==> src/rtl/div_pkg.sv <==
// Shared types and helpers for the sequential signed divider.
package div_pkg;

  localparam int DIV_WIDTH = 16;

  typedef enum logic [1:0] {IDLE, CALC, DONE} div_state_t;

  // Magnitude of a sign-extended operand. The most negative input maps onto
  // its unsigned magnitude, so the caller must keep the full result width.
  function automatic logic [31:0] abs_mag(input logic signed [31:0] v);
    return (v < 0) ? 32'(-v) : 32'(v);
  endfunction

endpackage

==> src/rtl/div_step.sv <==
// One restoring-division step: shift in the next dividend bit, then try to
// subtract the divisor magnitude.
module div_step #(
  parameter int WIDTH = 16
) (
  input  logic [WIDTH-1:0] prem,
  input  logic             bit_in,
  input  logic [WIDTH-1:0] dvs_mag,
  output logic [WIDTH-1:0] prem_nxt,
  output logic             q_bit
);

  logic [WIDTH:0] shifted;
  logic [WIDTH:0] trial;

  // The partial remainder stays below the divisor, so the shifted value
  // fits in WIDTH+1 bits and the borrow bit gives the comparison result.
  assign shifted  = {prem, bit_in};
  assign trial    = shifted - {1'b0, dvs_mag};
  assign q_bit    = ~trial[WIDTH];
  assign prem_nxt = q_bit ? trial[WIDTH-1:0] : shifted[WIDTH-1:0];

endmodule

==> src/rtl/seq_signed_divider.sv <==
// Sequential two's-complement divider. Works on operand magnitudes and
// produces one quotient bit per clock, then applies the signs.
module seq_signed_divider
  import div_pkg::*;
#(
  parameter int WIDTH = DIV_WIDTH
) (
  input  logic             clk,
  input  logic             reset,
  input  logic             src_valid,
  output logic             src_ready,
  input  logic [WIDTH-1:0] dividend,
  input  logic [WIDTH-1:0] divisor,
  output logic             dest_valid,
  input  logic             dest_ready,
  output logic [WIDTH-1:0] quotient,
  output logic [WIDTH-1:0] remainder,
  output logic             div_by_zero
);

  localparam int CW = $clog2(WIDTH + 1);

  div_state_t     state, state_nxt;
  logic [CW-1:0]  cnt;
  logic [WIDTH-1:0] prem;     // partial remainder
  logic [WIDTH-1:0] dmag;     // dividend bits shift out, quotient bits shift in
  logic [WIDTH-1:0] vmag;     // divisor magnitude
  logic           sign_q, sign_r;

  logic [WIDTH-1:0] step_rem;
  logic           step_q;
  logic [WIDTH-1:0] q_fin;
  logic [WIDTH-1:0] dvd_abs, dvs_abs;
  logic           dvs_zero;
  logic           last_step;

  assign dvs_zero  = (divisor == '0);
  assign last_step = (cnt == CW'(1));
  assign q_fin     = {dmag[WIDTH-2:0], step_q};
  assign src_ready  = (state == IDLE);
  assign dest_valid = (state == DONE);

  // Operand magnitudes, computed on sign-extended copies so -2^(WIDTH-1)
  // comes out as its unsigned magnitude.
  always_comb begin
    dvd_abs = WIDTH'(abs_mag({{(32-WIDTH){dividend[WIDTH-1]}}, dividend}));
    dvs_abs = WIDTH'(abs_mag({{(32-WIDTH){divisor[WIDTH-1]}}, divisor}));
  end

  div_step #(.WIDTH(WIDTH)) u_step (
    .prem     (prem),
    .bit_in   (dmag[WIDTH-1]),
    .dvs_mag  (vmag),
    .prem_nxt (step_rem),
    .q_bit    (step_q)
  );

  // State register.
  always_ff @(posedge clk) begin
    if (reset) state <= IDLE;
    else       state <= state_nxt;
  end

  // Next-state logic.
  always_comb begin
    state_nxt = state;
    case (state)
      IDLE: if (src_valid) state_nxt = dvs_zero ? DONE : CALC;
      CALC: if (last_step) state_nxt = DONE;
      DONE: if (dest_ready) state_nxt = IDLE;
      default: state_nxt = IDLE;
    endcase
  end

  // Datapath: operand capture, iteration, and result registration on the
  // edge that enters DONE. Results hold their value once back in IDLE.
  always_ff @(posedge clk) begin
    if (reset) begin
      cnt         <= '0;
      prem        <= '0;
      dmag        <= '0;
      vmag        <= '0;
      sign_q      <= 1'b0;
      sign_r      <= 1'b0;
      quotient    <= '0;
      remainder   <= '0;
      div_by_zero <= 1'b0;
    end else begin
      case (state)
        IDLE: begin
          if (src_valid) begin
            sign_q <= dividend[WIDTH-1] ^ divisor[WIDTH-1];
            sign_r <= dividend[WIDTH-1];
            dmag   <= dvd_abs;
            vmag   <= dvs_abs;
            prem   <= '0;
            cnt    <= CW'(WIDTH);
            if (dvs_zero) begin
              quotient    <= '1;
              remainder   <= dividend;
              div_by_zero <= 1'b1;
            end
          end
        end
        CALC: begin
          prem <= step_rem;
          dmag <= q_fin;
          cnt  <= cnt - CW'(1);
          if (last_step) begin
            quotient    <= sign_q ? -q_fin : q_fin;
            remainder   <= sign_r ? -step_rem : step_rem;
            div_by_zero <= 1'b0;
          end
        end
        default: ;
      endcase
    end
  end

endmodule

==> config.mk <==
export PLATFORM = sky130hd
export DESIGN_NAME = seq_signed_divider
export DESIGN_NICKNAME = d
export VERILOG_FILES = /design/src/rtl/div_pkg.sv /design/src/rtl/div_step.sv /design/src/rtl/seq_signed_divider.sv
export SDC_FILE = /design/constraint.sdc
export NUM_CORES = 1
export LEC_CHECK = 0
export BUFFER_PORTS_ARGS = -buffer_cell sky130_fd_sc_hd__buf_2
export CAP_MARGIN = 15
export CELL_PAD_IN_SITES_DETAIL_PLACEMENT = 1
export CELL_PAD_IN_SITES_GLOBAL_PLACEMENT = 2
export CORE_MARGIN = 2
export CORE_UTILIZATION = 34
export CTS_BUF_LIST = sky130_fd_sc_hd__clkbuf_4 sky130_fd_sc_hd__clkbuf_8 sky130_fd_sc_hd__clkbuf_16
export DETAILED_ROUTE_END_ITERATION = 12
export GPL_TIMING_DRIVEN = 0
export PLACE_DENSITY = 0.91
export SETUP_SLACK_MARGIN = 0.3
export SYNTH_ARGS = -nofsm -noshare
export SYNTH_HDL_FRONTEND = slang
export SYNTH_SLANG_ARGS = --single-unit
==> constraint.sdc <==
create_clock -name clk -period 5.75 [get_ports clk]
set_clock_uncertainty 0.1 [all_clocks]
set_input_delay 0.2875 -clock clk [delete_from_list [all_inputs] [get_ports clk]]
set_output_delay 0.2875 -clock clk [all_outputs]
set_load 0.02 [all_outputs]
==> flow_summary.ini <==
[sta]
fmax_mhz = 193.6
hold_viol = 0
fin_crit_sh_pct = 89.82
fin_setup_tns_ps = 0
drv_slew = 0
grt_setup_unrepaired = false
whs_ps = 98.00
slew_headroom_pct = 44.95
setup_viol = 0
finalCriticalPeriod_ps = 5165
tightestPinTransition_ps = 821.2

[cells_and_area]
nets = 901
final_core_util_pct = 39.75
num_antenna_cells = 0
final.fill_count = 2150
fin_cells = 1072
drive_above_1_share_pct = 13.46
design_area_mm2 = 0.006804
area_delta_synth_final_pct = 15.63

[routing]
wl_per_cell_um = 19.91
dr_wl_met2_mm = 9.527
routed-via-count = 5971
wl_mm = 21.35
drcViolationCount = 0
drtAntennaViolNets = 0
drt-met1-wl_mm = 10.26
viasPerCell = 5.570
top_layer = met4
firstDrtPassIters = 5
drt_first_iter_violations = 462
wl_met3_mm = 1.123

[worst_setup_path]
cp_max_fo = 10
critPathArrivalTime_ps = 5340
reg2reg_slack_ps = 590
endpoint_kind = flip-flop
required_ps = 5920
startpoint_type = flip-flop
critPathKind = flip-flop to flip-flop
r2r_end = remainder[12]
reg2reg_from = dmag[15]
ff2ff_path_depth = 21

[synthesis]
synth_ff_type = dfxtp_1
yosysSeqAreaShare_pct = 30.62
ys_top_cells_by_area = dfxtp_1 (31%), nor2_1 (8.0%), xor2_1 (5.1%), nand2_1 (4.7%), ha_1 (4.7%)
yosysTopAreaCell = dfxtp_1
syn_inst = 763
synth_seq_cells = 90
ys_warn_count = 0
synthMostInstantiatedCell = nor2_1
synth_top_area_share_pct = 30.62
async_reset_ff_share_pct = 0
syn_area_per_cell_um2 = 7.712
synth-edff-count = 0
synth_common_cells = nor2_1 (126), dfxtp_1 (90), nand2_1 (74)
synth_fp_nets = 822
netlist_area_mm2 = 0.005884
synth_cell_types = 70

[clocking]
cts_tree = done
cts.sinks = 90
worstSkewPairLatency_ps = 360
cts_buffer_depth = 2
ctsHoldBuffers = 0
post_cts_buffers = 0
cts-root-buf = clkbuf_16
cts_resized = 0
htree_levels = 3
clk_pin_slew_ps = 70
numCtsBuffers = 9

[placed_design]
io_buffer_count = 68
gp_congestion = 0.8654
placed_area_mm2 = 0.006506
dp.cells = 1056
dp_hpwl_mm = 16.40

[power_and_ir_drop]
cellLeakagePower_nw = 2.658
netSwitchingFraction_pct = 43.78
peakVddDrop_v = 0.0002253
comb_power_share_pct = 47.4
cellInternalPower_mw = 1.486
p_switching_mw = 1.157
p_per_area_mw_per_mm2 = 388.6
seq_power_share_pct = 29.0
clkPwrFrac_pct = 23.7

[floorplan]
core_mm2 = 0.01712
die_y_um = 135.6
die_w_um = 135.6
rows = 48
die_area_mm2 = 0.01838
ios = 71
start_util_pct = 34.38

[hold_path]
whs_endpoint = state[1]
hp-class = primary input to flip-flop
min_from = dest_ready
holdPathStages = 3

[grt]
grt_pass1_wl_mm = 33.06
overflow = 0
antenna_found_initial = 0
grt_pass1_vias = 5805
track_usage_pct = 23.64
grt_max_degree = 16

[run]
drv_cap = 0

[run_status]
status = complete, no violations
==> power groups by stage <==
stage	Clock (mW)	Sequential [mW]	Combinational [mW]
2_1_floorplan	0	0.793	0.850
3_3_place_gp	0	0.777	1.20
3_5_place_dp	0	0.780	1.23
4_1_cts	0.628	0.765	1.24
5_1_grt	0.655	0.776	1.37
6_report	0.626	0.766	1.25
==> state kept, by name, indices dropped and copies added (netlist names) <==
name         cells
state            2
sign_r           1
div_by_zero      1
quotient        16
vmag            16
remainder       16
prem            16
cnt              5
sign_q           1
dmag            16
==> layer usage <==
| metal | global-route usage (%) | vias to the layer above |
|---|---|---|
| met4 | 7.581 | 0 |
| met1 | 34.33 | 2894 |
| met2 | 36.22 | 165 |
| met5 | 0 | - |
| li1 | - | 2888 |
| met3 | 2.993 | 24 |
==> cell families (layout without fill, tap and decap cells) <==
kind of cell    Yosys count  after routing  synth area share [%]
flops                    90             90                 30.62
mux                       9              9                 1.531
buf+inv                  84            168                 5.847
xor+xnor                 65             65                 9.675
fa+ha+maj                23             23                 5.018
simple gates            290            290                 22.14
compound gates          202            202                 25.18
==> final cells by class <==
type	instances	area, µm²	area share, %
plain buffers	51	220.2	3.236
flip-flops and latches	90	1802	26.48
clock buffers	10	232.7	3.420
well taps	225	281.5	4.138
inverters	33	123.9	1.821
multi-input cells	589	3739	54.95
repair buffers	68	340.3	5.002
clock inverters	6	65.06	0.9562
==> worst max-delay path, cell delays in order (launching register included) <==
cell       delay [ps]
dfxtp_1           420
inv_1              80
ha_1              220
fa_1              420
and2b_1           260
o2111ai_1         200
a211oi_1          400
o21a_1            170
nor2_2             50
inv_2             100
buf_2             330
buf_2             360
nor2_1             70
a21oi_1           290
ha_1              290
nand2_1           150
or3_1             330
o31ai_1           100
a31oi_1           160
xnor2_1           240
nand2_1           130
a211oi_1          210
==> layout by cell type, fill, tap and decap left out, types with 6 or more instances in the layout <==
cell type / n
nor2_1: 126
dfxtp_1: 90
buf_2: 76
nand2_1: 74
a21oi_1: 40
a211oi_1: 36
clkbuf_1: 36
xor2_1: 34
inv_1: 32
xnor2_1: 31
o21ai_0: 23
a31oi_1: 22
ha_1: 22
a311oi_1: 18
nand3_1: 16
nor3_1: 16
o31ai_1: 14
or3_1: 14
mux2i_1: 9
clkbuf_16: 9
and3_1: 7
nor2b_1: 6
nor4_1: 6
==> how the worst max path moves through the flow <==
stage,from,end,cells after the start
after global placement,dmag[15],remainder[14],21
after detailed placement,dmag[15],remainder[12],21
after floorplan,dmag[15],remainder[14],21
final,dmag[15],remainder[12],21
after global routing,dmag[15],remainder[12],21
after CTS,dmag[15],remainder[14],21
==> stage by stage <==
step / setup slack (ps) / power, mW
floorplan: 1733 / 1.643
global placement: 817.4 / 1.982
detailed placement: 719.5 / 2.010
CTS: 685.3 / 2.633
global route: 345.3 / 2.803
finish: 585.1 / 2.644
(Power assumes the default switching activity.)
